### src/rtl/rx_fifo_ctrl_if.sv
// rx_fifo_ctrl_if
//   Bundles the receive handshake from rx, the user pop/clear controls and the
//   FIFO status outputs of rx_fifo_ctrl.
//   master : the rx frame source and the user side (drives rx_*, pop, clear)
//   slave  : rx_fifo_ctrl (drives rx_data_ack, head_data, count, flags, err_cnt)
interface rx_fifo_ctrl_if #(
  parameter int AW    = 2,
  parameter int ERR_W = 4
);
  logic             rx_ready;
  logic             rx_error;
  logic [7:0]       rx_po;
  logic             rx_data_ack;
  logic             pop;
  logic             clear;
  logic [7:0]       head_data;
  logic [AW:0]      count;
  logic             empty;
  logic             full;
  logic             overflow;
  logic [ERR_W-1:0] err_cnt;

  modport master (
    output rx_ready, rx_error, rx_po, pop, clear,
    input  rx_data_ack, head_data, count, empty, full, overflow, err_cnt
  );

  modport slave (
    input  rx_ready, rx_error, rx_po, pop, clear,
    output rx_data_ack, head_data, count, empty, full, overflow, err_cnt
  );
endinterface

### src/rtl/rx_fifo_ctrl.sv
// rx_fifo_ctrl
//   Receive-side buffer behind rx. Each frame is taken once per rx_ready pulse
//   and acknowledged with a registered 4-phase rx_data_ack. Good bytes are
//   queued in a DEPTH-entry FIFO, errored frames only bump a saturating counter.
//   The oldest byte is shown on head_data; a rising edge on pop advances it.
// Ports
//   clk   : single clock, posedge
//   rst_n : asynchronous active-low reset
//   en    : global enable, 0 freezes every register
//   bus   : rx_fifo_ctrl_if.slave (handshake, pop/clear, status)
//
// state  | meaning
// S_IDLE | waiting for rx_ready; a frame is captured on the edge it is seen
// S_ACK  | frame taken, ack held high until rx_ready falls
module rx_fifo_ctrl #(
  parameter int DEPTH = 4,
  parameter int AW    = 2,
  parameter int ERR_W = 4
) (
  input  logic          clk,
  input  logic          rst_n,
  input  logic          en,
  rx_fifo_ctrl_if.slave bus
);

  typedef enum logic {S_IDLE, S_ACK} state_t;

  state_t           r_state, w_state_nxt;
  logic             r_ack, w_ack_nxt;
  logic             r_pop_q;
  logic [AW-1:0]    r_wr_ptr, r_rd_ptr;
  logic [AW:0]      r_count;
  logic             r_ovf;
  logic [ERR_W-1:0] r_err_cnt;
  logic [7:0]       r_mem [DEPTH];

  logic w_take, w_empty, w_full, w_pop_edge, w_pop_do;
  logic w_wr_ok, w_wr_do, w_drop, w_err;

  assign w_empty    = (r_count == '0);
  assign w_full     = (r_count == (AW+1)'(DEPTH));
  assign w_take     = (r_state == S_IDLE) && bus.rx_ready;
  assign w_pop_edge = bus.pop & ~r_pop_q;
  assign w_pop_do   = w_pop_edge & ~w_empty;
  // A pop on the same edge frees a slot, so a full FIFO still accepts the byte.
  assign w_wr_ok    = ~w_full | w_pop_edge;
  assign w_wr_do    = w_take & ~bus.rx_error & w_wr_ok;
  assign w_drop     = w_take & ~bus.rx_error & ~w_wr_ok;
  assign w_err      = w_take & bus.rx_error;

  always_comb begin
    w_state_nxt = r_state;
    w_ack_nxt   = r_ack;
    case (r_state)
      S_IDLE: if (bus.rx_ready) begin
        w_state_nxt = S_ACK;
        w_ack_nxt   = 1'b1;
      end
      S_ACK: if (!bus.rx_ready) begin
        w_state_nxt = S_IDLE;
        w_ack_nxt   = 1'b0;
      end
      default: begin
        w_state_nxt = S_IDLE;
        w_ack_nxt   = 1'b0;
      end
    endcase
  end

  always_ff @(posedge clk or negedge rst_n) begin
    if (!rst_n) begin
      r_state <= S_IDLE;
      r_ack   <= 1'b0;
    end else if (en) begin
      r_state <= w_state_nxt;
      r_ack   <= w_ack_nxt;
    end
  end

  // Clear flushes the FIFO side only; the handshake above keeps running so an
  // in-flight frame still completes, but whatever it carried is discarded.
  always_ff @(posedge clk or negedge rst_n) begin
    if (!rst_n) begin
      r_pop_q   <= 1'b0;
      r_wr_ptr  <= '0;
      r_rd_ptr  <= '0;
      r_count   <= '0;
      r_ovf     <= 1'b0;
      r_err_cnt <= '0;
    end else if (en) begin
      r_pop_q <= bus.pop;
      if (bus.clear) begin
        r_wr_ptr  <= '0;
        r_rd_ptr  <= '0;
        r_count   <= '0;
        r_ovf     <= 1'b0;
        r_err_cnt <= '0;
      end else begin
        if (w_wr_do)  r_wr_ptr <= r_wr_ptr + 1'b1;
        if (w_pop_do) r_rd_ptr <= r_rd_ptr + 1'b1;
        case ({w_wr_do, w_pop_do})
          2'b10:   r_count <= r_count + 1'b1;
          2'b01:   r_count <= r_count - 1'b1;
          default: r_count <= r_count;
        endcase
        if (w_drop) r_ovf <= 1'b1;
        if (w_err && !(&r_err_cnt)) r_err_cnt <= r_err_cnt + 1'b1;
      end
    end
  end

  always_ff @(posedge clk) begin
    if (en && !bus.clear && w_wr_do) r_mem[r_wr_ptr] <= bus.rx_po;
  end

  assign bus.rx_data_ack = r_ack;
  assign bus.head_data   = w_empty ? 8'h00 : r_mem[r_rd_ptr];
  assign bus.count       = r_count;
  assign bus.empty       = w_empty;
  assign bus.full        = w_full;
  assign bus.overflow    = r_ovf;
  assign bus.err_cnt     = r_err_cnt;

endmodule

### src/flat_wrapper.sv
// flat-port wrapper written by rule: the top's interface ports become plain ports
module rx_fifo_ctrl_flat 
#(
  parameter int DEPTH = 4,
  parameter int AW    = 2,
  parameter int ERR_W = 4
)
  (clk, rst_n, en, bus_rx_ready, bus_rx_error, bus_rx_po, bus_pop, bus_clear, bus_rx_data_ack, bus_head_data, bus_count, bus_empty, bus_full, bus_overflow, bus_err_cnt);
  rx_fifo_ctrl_if #(.AW(AW), .ERR_W(ERR_W)) bus_i ();
  input  logic clk;
  input  logic rst_n;
  input  logic en;
  input wire logic [$bits(bus_i.rx_ready)-1:0] bus_rx_ready;
  input wire logic [$bits(bus_i.rx_error)-1:0] bus_rx_error;
  input wire logic [$bits(bus_i.rx_po)-1:0] bus_rx_po;
  input wire logic [$bits(bus_i.pop)-1:0] bus_pop;
  input wire logic [$bits(bus_i.clear)-1:0] bus_clear;
  output wire logic [$bits(bus_i.rx_data_ack)-1:0] bus_rx_data_ack;
  output wire logic [$bits(bus_i.head_data)-1:0] bus_head_data;
  output wire logic [$bits(bus_i.count)-1:0] bus_count;
  output wire logic [$bits(bus_i.empty)-1:0] bus_empty;
  output wire logic [$bits(bus_i.full)-1:0] bus_full;
  output wire logic [$bits(bus_i.overflow)-1:0] bus_overflow;
  output wire logic [$bits(bus_i.err_cnt)-1:0] bus_err_cnt;
  assign bus_i.rx_ready = bus_rx_ready;
  assign bus_i.rx_error = bus_rx_error;
  assign bus_i.rx_po = bus_rx_po;
  assign bus_i.pop = bus_pop;
  assign bus_i.clear = bus_clear;
  assign bus_rx_data_ack = bus_i.rx_data_ack;
  assign bus_head_data = bus_i.head_data;
  assign bus_count = bus_i.count;
  assign bus_empty = bus_i.empty;
  assign bus_full = bus_i.full;
  assign bus_overflow = bus_i.overflow;
  assign bus_err_cnt = bus_i.err_cnt;
  rx_fifo_ctrl #(.DEPTH(DEPTH), .AW(AW), .ERR_W(ERR_W)) u_core (.clk(clk), .rst_n(rst_n), .en(en), .bus(bus_i));
endmodule
### config.mk
export PLATFORM = sky130hd
export DESIGN_NAME = rx_fifo_ctrl_flat
export DESIGN_NICKNAME = d
export VERILOG_FILES = /design/src/rtl/rx_fifo_ctrl_if.sv /design/src/rtl/rx_fifo_ctrl.sv /design/src/flat_wrapper.sv
export SDC_FILE = /design/constraint.sdc
export NUM_CORES = 1
export LEC_CHECK = 0
export ABC_AREA = 1
export BUFFER_PORTS_ARGS = -buffer_cell sky130_fd_sc_hd__buf_4
export CAP_MARGIN = 20
export CORE_ASPECT_RATIO = 1.25
export CORE_MARGIN = 2
export CORE_UTILIZATION = 33
export CTS_BUF_LIST = sky130_fd_sc_hd__clkbuf_4
export CTS_CLUSTER_DIAMETER = 200
export DETAILED_ROUTE_END_ITERATION = 10
export GPL_TIMING_DRIVEN = 0
export HOLD_SLACK_MARGIN = 0.08
export PLACE_DENSITY_LB_ADDON = 0.05
export RECOVER_POWER = 50
export REMOVE_ABC_BUFFERS = 1
export SLEW_MARGIN = 20
export SYNTH_ARGS = -nofsm -noshare
export SYNTH_HDL_FRONTEND = slang
export SYNTH_SLANG_ARGS = --single-unit
### constraint.sdc
create_clock -name clk -period 1.8 [get_ports clk]
set_input_delay 0 -clock clk [delete_from_list [all_inputs] [get_ports clk]]
set_output_delay 0 -clock clk [all_outputs]
set_load 0.03 [all_outputs]
=== After elaboration in Yosys (flattened, before gate mapping) ===
Memory sizes are Yosys's and may differ from the RTL's.
Index checks and enable logic that the tools add are counted.

* Register bits after elaboration: 15
* RAM bits: 32
* Input port bits: 15
* Word-level logic and storage cells: 68
* Memories kept: 1

* Add/sub/neg operators: 5
* Equality and inequality tests: 5
* Multiplexer cells: 17
* Bitwise operators: 13
* Reduce and logical (&&, ||, !) cells: 19

{| class="wikitable"
|+ Memory list
! memory !! depth !! width !! read ports !! clocked after Yosys merged registers in !! write ports !! RTL line !! source
|-
| u_core.r_mem || 4 || 8 || 1 || 0 || 1 || rx_fifo_ctrl.sv:35 || <nowiki>logic [7:0] r_mem [DEPTH];</nowiki>
|}

{| class="wikitable"
|+ Operator list
! cell !! count
|-
| 2-bit AND reduction || 5
|-
| 2-bit two-way mux || 4
|-
| 4-bit two-way mux || 2
|-
| 8-bit two-way mux || 1
|-
| 2-bit nonzero test || 4
|-
| 1-bit two-way mux || 7
|-
| 1-bit AND || 6
|-
| 1-bit inverter || 6
|-
| 3-bit case mux with 2 select lines || 1
|-
| 2-bit by 1-bit adder with 2-bit output, second input constant || 2
|-
| 4-bit by 1-bit adder with 4-bit output, second input constant || 1
|-
| 1-bit logical AND || 4
|-
| 2-bit != test, second input constant || 2
|-
| 4-bit AND reduction || 1
|-
| 3-bit by 1-bit adder with 3-bit output, second input constant || 1
|-
| 3-bit equality test, second input constant || 1
|-
| 3-bit logical NOT || 1
|-
| 3-bit two-way mux || 1
|-
| 3-bit AND reduction || 1
|-
| 3-bit nonzero test || 1
|-
| 3-bit by 1-bit subtractor with 3-bit output, second input constant || 1
|-
| 2-bit by 1-bit equality test with 1-bit output, second input constant || 1
|-
| 2-bit equality test, second input constant || 1
|-
| 1-bit logical NOT || 2
|-
| other kinds (2) || 2
|}

=== Longest topological paths before layout ===
* Depth after elaboration: 7
* Gate-level depth with buffers: 13
* Mapped depth without buffers: 13

=== Least setup slack after synthesis ===
OpenSTA, ideal clock, no wires.

* Kind: register -> register
* From: register u_core.r_state
* To: memory u_core.r_mem[0][0] (enable)
* Library setup time: 0.371 ns
* Data arrival time: 1.418 ns
* Data required time: 1.429 ns
* Path slack: 0.012 ns
* Cell stages (with the launch flop): 7
* Buffers on the path: 0
* Cell sequence: dfrtp_1 inv_1 ha_1 nand2_2 nor2_1 nand3_1 nor2_1

* Cells in the longest elaborated chain, start to end: 7

{| class="wikitable"
|+ Ends and longest elaborated chain
! element !! RTL line !! source
|-
| start: declaration || rx_fifo_ctrl.sv:28 || <nowiki>state_t r_state, w_state_nxt;</nowiki>
|-
| start signal: assignment || rx_fifo_ctrl.sv:75 || <nowiki>r_state <= w_state_nxt;</nowiki>
|-
| 1-bit inverter || rx_fifo_ctrl.sv:42 || <nowiki>assign w_take = (r_state == S_IDLE) && bus.rx_ready;</nowiki>
|-
| 1-bit logical AND || rx_fifo_ctrl.sv:42 ||
|-
| 1-bit AND (2 in a row) || rx_fifo_ctrl.sv:47 || <nowiki>assign w_wr_do = w_take & ~bus.rx_error & w_wr_ok;</nowiki>
|-
| 1-bit logical AND || rx_fifo_ctrl.sv:113 || <nowiki>if (en && !bus.clear && w_wr_do) r_mem[r_wr_ptr] <= bus.rx_po;</nowiki>
|-
| 1-bit two-way mux || rx_fifo_ctrl.sv:113 ||
|-
| 1-bit two-way mux (not written as such) || rx_fifo_ctrl.sv:113 ||
|-
| end: declaration || rx_fifo_ctrl.sv:35 ||
|}

No other way between the ends.

==> summary.txt <==
Run status
  • Status: completed

Cells and area
  • Sequential Area: between 1000 and 1500 sq um
  • Nets: 306
  • Leading cell type in the layout, fill and taps excluded: nor2_1
  • Ratio of cells with drive above 1 in the final layout: between 20% and 30%
  • Layout overhead on the synthesized area: 37.8%
  • Fin area: 3020 sq um
  • Commonest cells after routing, fill and taps aside: nor2_1 (36), edfxtp_1 (32), buf_4 (29)
  • Multi-input logic area: ~810 sq um
  • Diodes inserted: 0
  • Fillers: about 630

Setup path
  • Cell mode on critical path: dlygate4sd3_1
  • Type of origin of the critical path: input pin
  • Crit path from: en
  • WS Path Type: in -> reg
  • Largest stage delay, worst path: 560 ps
  • Critical Path AT: between 1500 and 2000 ps
  • R2R Setup Slk: between 100 and 150 ps
  • CP max FO: 9
  • Worst setup EP type: flop
  • RR Startpoint: u_core.r_state
  • Worst Path Required: 2040 ps
  • Critical path, cell by cell: dlygate4sd3_1 -> buf_4 -> nand2_1 -> dlygate4sd3_1 -> o21ai_0 -> dlygate4sd3_1
  • CP max-delay cell: dlygate4sd3_1
  • R2R depth: 7

Synth
  • Synthesized flop and latch total: 47
  • EDFF count, synth: 32
  • Synth cell types: 26
  • Sequential fraction of the synthesis area: 61.1%
  • Ys async rst share: 31.9%
  • Main synth FF type: edfxtp_1
  • Synthesized cell area: roughly 2200 sq um
  • Synthesized netlist cell count: 214
  • Syn Area/Cell: about 10 sq um
  • YS warnings: 0

Placement
  • DPL Wire Length: 3170 um
  • Dpl ws: -534 ps
  • Cell Area, Placed: 2520 sq um
  • Final Wtd Congestion: 0.723
  • IO Port Bufs: 33

Global route
  • GRT Overall Usage: 14.4%
  • Initial antenna violation count: 0
  • Largest net degree at the start of global routing: 19
  • Gr ovfl total: 0
  • Vias in the first global route: 1,647
  • First-pass GRT wire length: 8210 um

Die
  • # rows: 33
  • Core area: 6480 sq um
  • Die footprint: 7300 sq um
  • Initial core utilization: between 30% and 40%
  • Io pins: 34
  • Die Y-Extent: 95.0 um
  • Die W: 76.8 um

Clock network
  • CTS root buf: clkbuf_4
  • Num CTS Buffers: 5
  • Clk sinks: 47
  • CTS tree: built
  • Clk buf depth: 2
  • H-tree levels: 2
  • Clock latency on the worst-skew pair: approximately 350 ps
  • Clock Pin Slew Worst Setup and Hold Paths: 130 ps

STA
  • Final hold slack: 407 ps
  • Pins over their slew limit: 0
  • Worst Tran Pin Value: 730 ps
  • Slew HR: between 50% and 60%
  • Skew final: 6.21 ps
  • Min cycle time layout: 1680 ps
  • Max Clock Freq: 594 MHz
  • Final WS setup: 118 ps
  • Post-Route Setup TNS: 0 ps
  • Final setup fails: 0
  • Final period util: between 90% and 100%
  • Hold Fails Final Rpt: 0

Power and ir drop
  • PwrDens: around 1200 nW/um^2
  • Leakage: 1.22 nW
  • Worst vdd ir: 0.502 mV

Route
  • First DRT Iteration DRCs: 78
  • DR WL/cell: about 13 um
  • Pre-Repair DR Iteration Count: 4
  • Residual DRC: 0
  • Post-DRT Antenna Nets: 0
  • Via Count: 1,684
  • Final WL: 4760 um
  • Vias per inst: 4.53

Hold path
  • Hold Path Stages: 3
  • Hold Crit Start: bus_clear
  • Hold WC Path Type: in -> reg

Flow run
  • Max-cap viol count: 0
[logic make-up (layout without fill, tap and decap cells)]
family,count (synthesis),count (layout),share of synthesized area (%)
adders and majority gates,7,7,4.00
AOI/OAI and AO/OA,38,38,8.86
buffers and inverters,28,99,5.20
xor gates and xnor gates,1,1,0.400
DFF,47,47,61.1
and+or+nand+nor,93,93,20.5
[state kept, by name, indices dropped and copies added, names as in the netlist]
register / flops
u_core.r_mem: 32
u_core.r_state: 1
u_core.bus.overflow: 1
u_core.bus.err_cnt: 4
u_core.r_pop_q: 1
u_core.r_wr_ptr: 2
u_core.bus.rx_data_ack: 1
u_core.bus.count: 3
u_core.r_rd_ptr: 2
[report_power, final]
group / leakage (nW) / switching (mW) / internal (mW)
registers: 0.479 / 0.0852 / 1.23
clock network: 0.0559 / 0.333 / 0.449
logic: 0.686 / 0.942 / 0.542
[Yosys cell counts, types with 2 or more instances]
library cell,number,area (sq um)
o21ai_1,3,15.0
a21oi_1,11,55.1
nor2_4,2,22.5
nor3_1,2,10.0
inv_1,20,75.1
buf_2,4,20.0
o21ai_0,22,110
ha_1,7,87.6
nand2_1,21,78.8
nand2_4,3,33.8
nand3_2,2,20.0
nand3_1,13,65.1
nand2_2,3,18.8
nor2_1,41,154
edfxtp_1,32,961
nand4_1,3,18.8
clkinv_1,2,7.51
dfrtp_1,15,375
[critical path: cells and delay by family]
kind / cells / cell delay, ps
compound gates: 1 / 70
simple gates: 1 / 60
buf+inv: 4 / 1790
[repair_timing]
item                                    CTS  global route
hold endpoints to repair                 56             0
gates cloned                              0             0
resized for setup                        17             9
hold buffers                             19             0
endpoints found under the setup margin   40            41
setup buffers                             9             7
pin swaps                                 4             3
[metrics by stage]
stage / cells / total power, mW / utilization (%)
finish: 372 / 3.58 / 46.5
global route: 372 / 3.83 / 46.5
CTS: 365 / 3.55 / 45.9
detailed placement: 329 / 2.66 / 38.8
global placement: 329 / 2.66 / 38.8
floorplan: 209 / 2.18 / -
[per-layer routing]
layer	track usage, %	vias up	routed length [um]
met5	0	-	0
li1	-	866	-
met2	26.6	28	2490
met1	17.1	784	2080
met3	2.84	6	131
met4	4.09	0	63
[cell type report]
type | instances | area share [%]
Inverter | 23 | 3.07
Timing Repair Buffer | 68 | 18.3
Tap cell | 87 | 3.61
Multi-Input combinational cell | 139 | 27.0
Clock buffer | 6 | 1.49
Sequential cell | 47 | 44.6
Clock inverter | 2 | 1.99
[final timing paths]
| path | to |
|---|---|
| setup / recovery | u_core.r_pop_q |
| hold / removal | u_core.bus.err_cnt[0] |
| setup reg to reg | u_core.r_mem[3][1] |
| hold reg to reg | u_core.bus.overflow |
| max in group asynchronous | u_core.r_rd_ptr[0] |
| min in group asynchronous | u_core.r_rd_ptr[0] |
Note: power is estimated with default switching activity, not from simulation.
